===== src/rtl/button_conditioner.sv =====
// button_conditioner: synchronises and debounces pushbutton pins against a ms timebase,
// producing held levels, press/release pulses and a single-key code.
module button_conditioner #(
    parameter int N_BTN       = 4,
    parameter int DEBOUNCE_MS = 20
) (
    input  logic             clk,
    input  logic             rst,
    input  logic [15:0]      ticks_per_milli,
    input  logic             invert,
    input  logic [N_BTN-1:0] btn_raw,
    output logic [N_BTN-1:0] btn_level,
    output logic [N_BTN-1:0] btn_press,
    output logic [N_BTN-1:0] btn_release,
    output logic             key_valid,
    output logic [2:0]       key_code,
    output logic             multi_press
);
    typedef enum logic [1:0] {IDLE, PRESS_PEND, HELD, REL_PEND} state_t;
    localparam logic [7:0] CNT_LAST = 8'(DEBOUNCE_MS - 1);

    logic [N_BTN-1:0] sync1_q, sync2_q, s;
    logic [15:0]      pre_q, pre_d, t_m1;
    logic             tick;
    state_t           state_q [N_BTN];
    state_t           state_d [N_BTN];
    logic [7:0]       cnt_q [N_BTN];
    logic [7:0]       cnt_d [N_BTN];
    logic [N_BTN-1:0] level_q, level_d, press_q, press_d, release_q, release_d;
    logic             key_valid_q, key_valid_d, multi_q, multi_d;
    logic [2:0]       key_code_q, key_code_d, idx;
    logic [3:0]       n_press;
    logic             others_held;

    assign s     = sync2_q ^ {N_BTN{invert}};
    // A zero period behaves as one, giving a tick every cycle.
    assign t_m1  = (ticks_per_milli == 16'd0) ? 16'd0 : ticks_per_milli - 16'd1;
    assign tick  = pre_q == t_m1;
    assign pre_d = tick ? 16'd0 : pre_q + 16'd1;

    always_comb begin
        for (int i = 0; i < N_BTN; i++) begin
            state_d[i]   = state_q[i];
            cnt_d[i]     = cnt_q[i];
            level_d[i]   = level_q[i];
            press_d[i]   = 1'b0;
            release_d[i] = 1'b0;
            case (state_q[i])
                IDLE: begin
                    if (s[i]) begin
                        state_d[i] = PRESS_PEND;
                        cnt_d[i]   = 8'd0;
                    end
                end
                PRESS_PEND: begin
                    if (!s[i]) begin
                        state_d[i] = IDLE;
                        cnt_d[i]   = 8'd0;
                    end else if (tick) begin
                        if (cnt_q[i] == CNT_LAST) begin
                            state_d[i] = HELD;
                            level_d[i] = 1'b1;
                            press_d[i] = 1'b1;
                        end else begin
                            cnt_d[i] = cnt_q[i] + 8'd1;
                        end
                    end
                end
                HELD: begin
                    if (!s[i]) begin
                        state_d[i] = REL_PEND;
                        cnt_d[i]   = 8'd0;
                    end
                end
                REL_PEND: begin
                    if (s[i]) begin
                        state_d[i] = HELD;
                    end else if (tick) begin
                        if (cnt_q[i] == CNT_LAST) begin
                            state_d[i]   = IDLE;
                            level_d[i]   = 1'b0;
                            release_d[i] = 1'b1;
                        end else begin
                            cnt_d[i] = cnt_q[i] + 8'd1;
                        end
                    end
                end
            endcase
        end
    end

    // A button released in the same cycle already has level 0, so it never blocks a key.
    always_comb begin
        n_press = 4'd0;
        idx     = 3'd0;
        for (int i = 0; i < N_BTN; i++) begin
            if (press_q[i]) begin
                n_press = n_press + 4'd1;
                idx     = 3'(i);
            end
        end
        others_held = |(level_q & ~press_q);
        key_valid_d = (n_press == 4'd1) && !others_held;
        multi_d     = (n_press >= 4'd2) || ((n_press != 4'd0) && others_held);
        key_code_d  = key_valid_d ? idx : key_code_q;
    end

    always_ff @(posedge clk) begin
        if (rst) begin
            sync1_q     <= '0;
            sync2_q     <= '0;
            pre_q       <= '0;
            level_q     <= '0;
            press_q     <= '0;
            release_q   <= '0;
            key_valid_q <= 1'b0;
            key_code_q  <= 3'd0;
            multi_q     <= 1'b0;
            for (int i = 0; i < N_BTN; i++) begin
                state_q[i] <= IDLE;
                cnt_q[i]   <= 8'd0;
            end
        end else begin
            sync1_q     <= btn_raw;
            sync2_q     <= sync1_q;
            pre_q       <= pre_d;
            level_q     <= level_d;
            press_q     <= press_d;
            release_q   <= release_d;
            key_valid_q <= key_valid_d;
            key_code_q  <= key_code_d;
            multi_q     <= multi_d;
            for (int i = 0; i < N_BTN; i++) begin
                state_q[i] <= state_d[i];
                cnt_q[i]   <= cnt_d[i];
            end
        end
    end

    assign btn_level   = level_q;
    assign btn_press   = press_q;
    assign btn_release = release_q;
    assign key_valid   = key_valid_q;
    assign key_code    = key_code_q;
    assign multi_press = multi_q;
endmodule


===== config.mk =====
export PLATFORM = sky130hd
export DESIGN_NAME = button_conditioner
export DESIGN_NICKNAME = d
export VERILOG_FILES = /design/src/rtl/button_conditioner.sv
export SDC_FILE = /design/constraint.sdc
export NUM_CORES = 1
export LEC_CHECK = 0
export ABC_CLOCK_PERIOD_IN_PS = 3700
export CORE_ASPECT_RATIO = 0.8
export CORE_MARGIN = 1
export CORE_UTILIZATION = 58
export CTS_CLUSTER_DIAMETER = 200
export DETAILED_ROUTE_END_ITERATION = 8
export PLACE_DENSITY = 0.8
export SETUP_SLACK_MARGIN = 0.3
export SLEW_MARGIN = 15
export SYNTH_ARGS = -nofsm -noshare
export SYNTH_HDL_FRONTEND = slang
export SYNTH_SLANG_ARGS = --single-unit

===== constraint.sdc =====
create_clock -name clk -period 3.7 [get_ports clk]
set_clock_uncertainty 0.05 [all_clocks]
set_input_delay 0.37 -clock clk [delete_from_list [all_inputs] [get_ports clk]]
set_output_delay 0.37 -clock clk [all_outputs]
set_load 0.1 [all_outputs]

==> metrics.yaml <==
run_status:
  status: "finished clean"
layout:
  fin_area_sq_um: 5930
  diodes: 0
  syn2layout_area_growth_pct: 25.7
  fin_nets: 711
  final_layout_size_suffix_gt1_share_pct: 14.0
  post-route-util_pct: 75.0
placed_design:
  pre_cts_ws_ps: -202
  port_buffers: 38
  placed_area_sq_um: 5460
  place_congestion: 0.968
  dpl.hpwl_mm: 8.29
die:
  ios: 40
  initial_core_util_pct: 59.7
  dieWidth_microns: 103
  die_h_microns: 82.7
  core_area_sq_um: 7910
  rows: 29
  dieArea_sq_um: 8510
clock_network:
  root_buffer: "clkbuf_8"
  holdBufCountCts: 0
  cts_made_buffers: 9
  clkTransAtPathRegs_ps: 90
  cts_max_level: 3
  cts_max_path_buffers: 2
  cts_tree: "built"
  cts_sinks: 80
  clk_latency_ps: 370
pwr:
  combinationalPowerShare_pct: 16.7
  internal_power_w: 0.00139
  pwr-share-seq_pct: 46.5
  vdd_drop_max_mv: 0.398
  clock_power_share_pct: 36.8
  switching_share_pct: 28.1
  p_leak_nw: 2.38
  power_w: 0.00194
  p_switching_w: 0.000544
  powerDensity_nw_per_um2: 326
route:
  routed_wl_mm: 12.3
  initialDrtViolationCount: 298
  wl_per_cell_microns: 15.6
  via_per_inst: 5.96
  drt_first_pass_iters: 7
  via_count: 4704
  antenna_left: 0
  drc: 0
global_route:
  first_global_vias: 4074
  grt_max_degree: 45
  grt_pass1_wl_mm: 19.0
  grt_usage_pct: 28.8
  overflow: 0
  antenna_found_initial: 0
timing:
  setup_viol_count_final: 0
  timing.final.crit_share_pct: 93.4
  tightest_slew_ps: 1010
  finalWorstSetupSlack_ps: 243
  slew-limit-headroom_pct: 32.3
  fmax_mhz: 289
  hold_viol_final: 0
  period_minus_slack_ps: 3460
  tns_ps: 0
  rsz0062_at_grt: "false"
  maxSlewViolCount: 0
min_path:
  min_path_type: "register to register"
  holdPathStages: 1
  whs_endpoint: "sync2_q[0]"
  holdCritStartpoint: "sync1_q[0]"
worst_setup_path:
  slowest_stage: "or4b_4"
  r2r_cells: 13
  worstPathMaxFanout: 10
  arrival_ps: 3710
  end_kind: "register"
  slowest_delay_ps: 500
  r2r_end: "cnt_q[3][4]"
  startpoint_type: "input pin"
  path_buf_inv: 6
  cp_top_family: "simple AND/OR/NAND/NOR gates"
  r2r_setup_slack_ps: 680
  path_cells: "dlymetal6s2s_1, inv_1, ha_2, or4b_4, nor4b_4, buf_4, xnor2_1, a211oi_1, nand4b_1, nor4_4, buf_6, buf_12, buf_16, nand4_1, or3_1, a31oi_1"
  crit-reg2reg-launch: "pre_q[10]"
  path_class: "input pin to register"
  cp.required_ps: 3950
synthesis:
  synth_top_area_cell: "dfxtp_1"
  yosysMostFrequentCell: "dfxtp_1"
  synth_cells: 601
  ys_warn_count: 0
  syn_area_sq_um: 4720
  synth_area_per_cell_sq_um: 7.85
  synth_edf_count: 0
  synth_seq_cells: 80
  synth_top_area_share_pct: 33.9
  synthesis.nets: 636
  synthTopCellsByArea: "dfxtp_1 (34%), nand2_1 (5.4%), nor2_1 (4.7%)"
  async_reset_ff_share_pct: 0
  synth-seq-area-share_pct: 33.9
  synthTopCellsByCount: "dfxtp_1 (80), nand2_1 (68), nor2_1 (59)"
  synth_flop_cell: "dfxtp_1"
  synth.distinct_cells: 62
run:
  maxCapViolCount: 0
[metal layers]
metal / global-route usage [%] / vias up / routed length [microns]
met1: 40.0 / 2208 / 5600
met5: 0 / - / 0
met3: 5.98 / 25 / 818
li1: - / 2310 / -
met4: 9.58 / 0 / 244
met2: 44.5 / 161 / 5650
[cell type report]
| type | instances | area [sq um] |
|---|---|---|
| Clock buffer | 10 | 128 |
| Clock inverter | 6 | 92.6 |
| Fill cell | 594 | 1980 |
| Inverter | 26 | 97.6 |
| Multi-Input combinational cell | 473 | 3050 |
| Sequential cell | 80 | 1600 |
| Tap cell | 108 | 135 |
| Timing Repair Buffer | 86 | 832 |
[flip-flops by register name (all words and copies together) (netlist names), 2 cells and up, named ones only]
name	flops
sync2_q	4
cnt_q	32
key_code	2
btn_press	4
pre_q	16
sync1_q	4
btn_release	4
state_q	4
btn_level	4
[layout by cell type (no fill, tap or decap), types with 4 or more instances in the layout]
cell             count
dfxtp_1             80
a21oi_1             31
nor3_1              19
a21o_1               5
or3_1               13
or4_1                6
nand3_1             38
xor2_1              17
clkdlybuf4s50_1     28
nor2_1              59
xnor2_1             22
a31oi_1              9
nand4_1             16
nand2_1             66
nor2b_1             13
dlymetal6s2s_1      10
clkbuf_8             9
nor4_1               6
o21ai_0             19
nand2b_1             7
buf_4               43
inv_1               26
ha_1                11
o211ai_1             4
and2_1               9
o31ai_1              4
and3_1              19
a211oi_1             7
mux2i_1              9
[per-stage QoR]
step,hold slack (ps),std cells
final,383,789
after global routing,409,789
after global placement,367,765
after floorplan,364,601
after detailed placement,370,765
after CTS,388,783
[logic make-up after synthesis]
| family | synth area share, % |
|---|---|
| AND/OR/NAND/NOR | 34.3 |
| AO/OA/AOI/OAI | 14.4 |
| flip-flops | 33.9 |
| buffers and inverters | 4.24 |
| XOR/XNOR | 7.42 |
| adder cells (fa/ha/maj) | 3.18 |
| multiplexers | 2.36 |
| other | 0.0794 |
[worst reg2reg max path, cell delays in order, from the launching register on]
cell,delay (ps)
dfxtp_1,350
xnor2_1,260
a21oi_1,110
or4_4,510
a211oi_2,240
o31ai_1,100
buf_4,150
nor4_4,150
buf_6,180
buf_12,110
buf_16,120
nand4_1,120
or3_1,360
a31oi_1,120
[power by group through the flow]
stage	Clock (W)	Combinational, W	Sequential (W)
after floorplan	0	0.000196	0.000921
after global placement	0	0.000298	0.000918
after detailed placement	0	0.000303	0.000919
after CTS	0.000725	0.000313	0.000899
after global routing	0.000761	0.000353	0.000903
final	0.000713	0.000323	0.000899
[repair_timing]
item,4_1_cts,5_1_grt
cloned,1,1
endpoints found under the setup margin,42,62
buffers inserted,1,5
resized for setup,18,19
pin swaps,6,15
[how the worst max path moves through the flow]
stage,startpoint,end,slack [ps],cells after the start
after CTS,ticks_per_milli[1],cnt_q[1][3],230,15
after global placement,ticks_per_milli[0],cnt_q[2][7],-110,13
after global routing,ticks_per_milli[0],cnt_q[3][4],190,16
after detailed placement,ticks_per_milli[0],cnt_q[2][7],-200,13
final,ticks_per_milli[1],cnt_q[3][4],240,16
after floorplan,ticks_per_milli[0],cnt_q[3][4],330,12
Power figures use the tool's default switching activity.
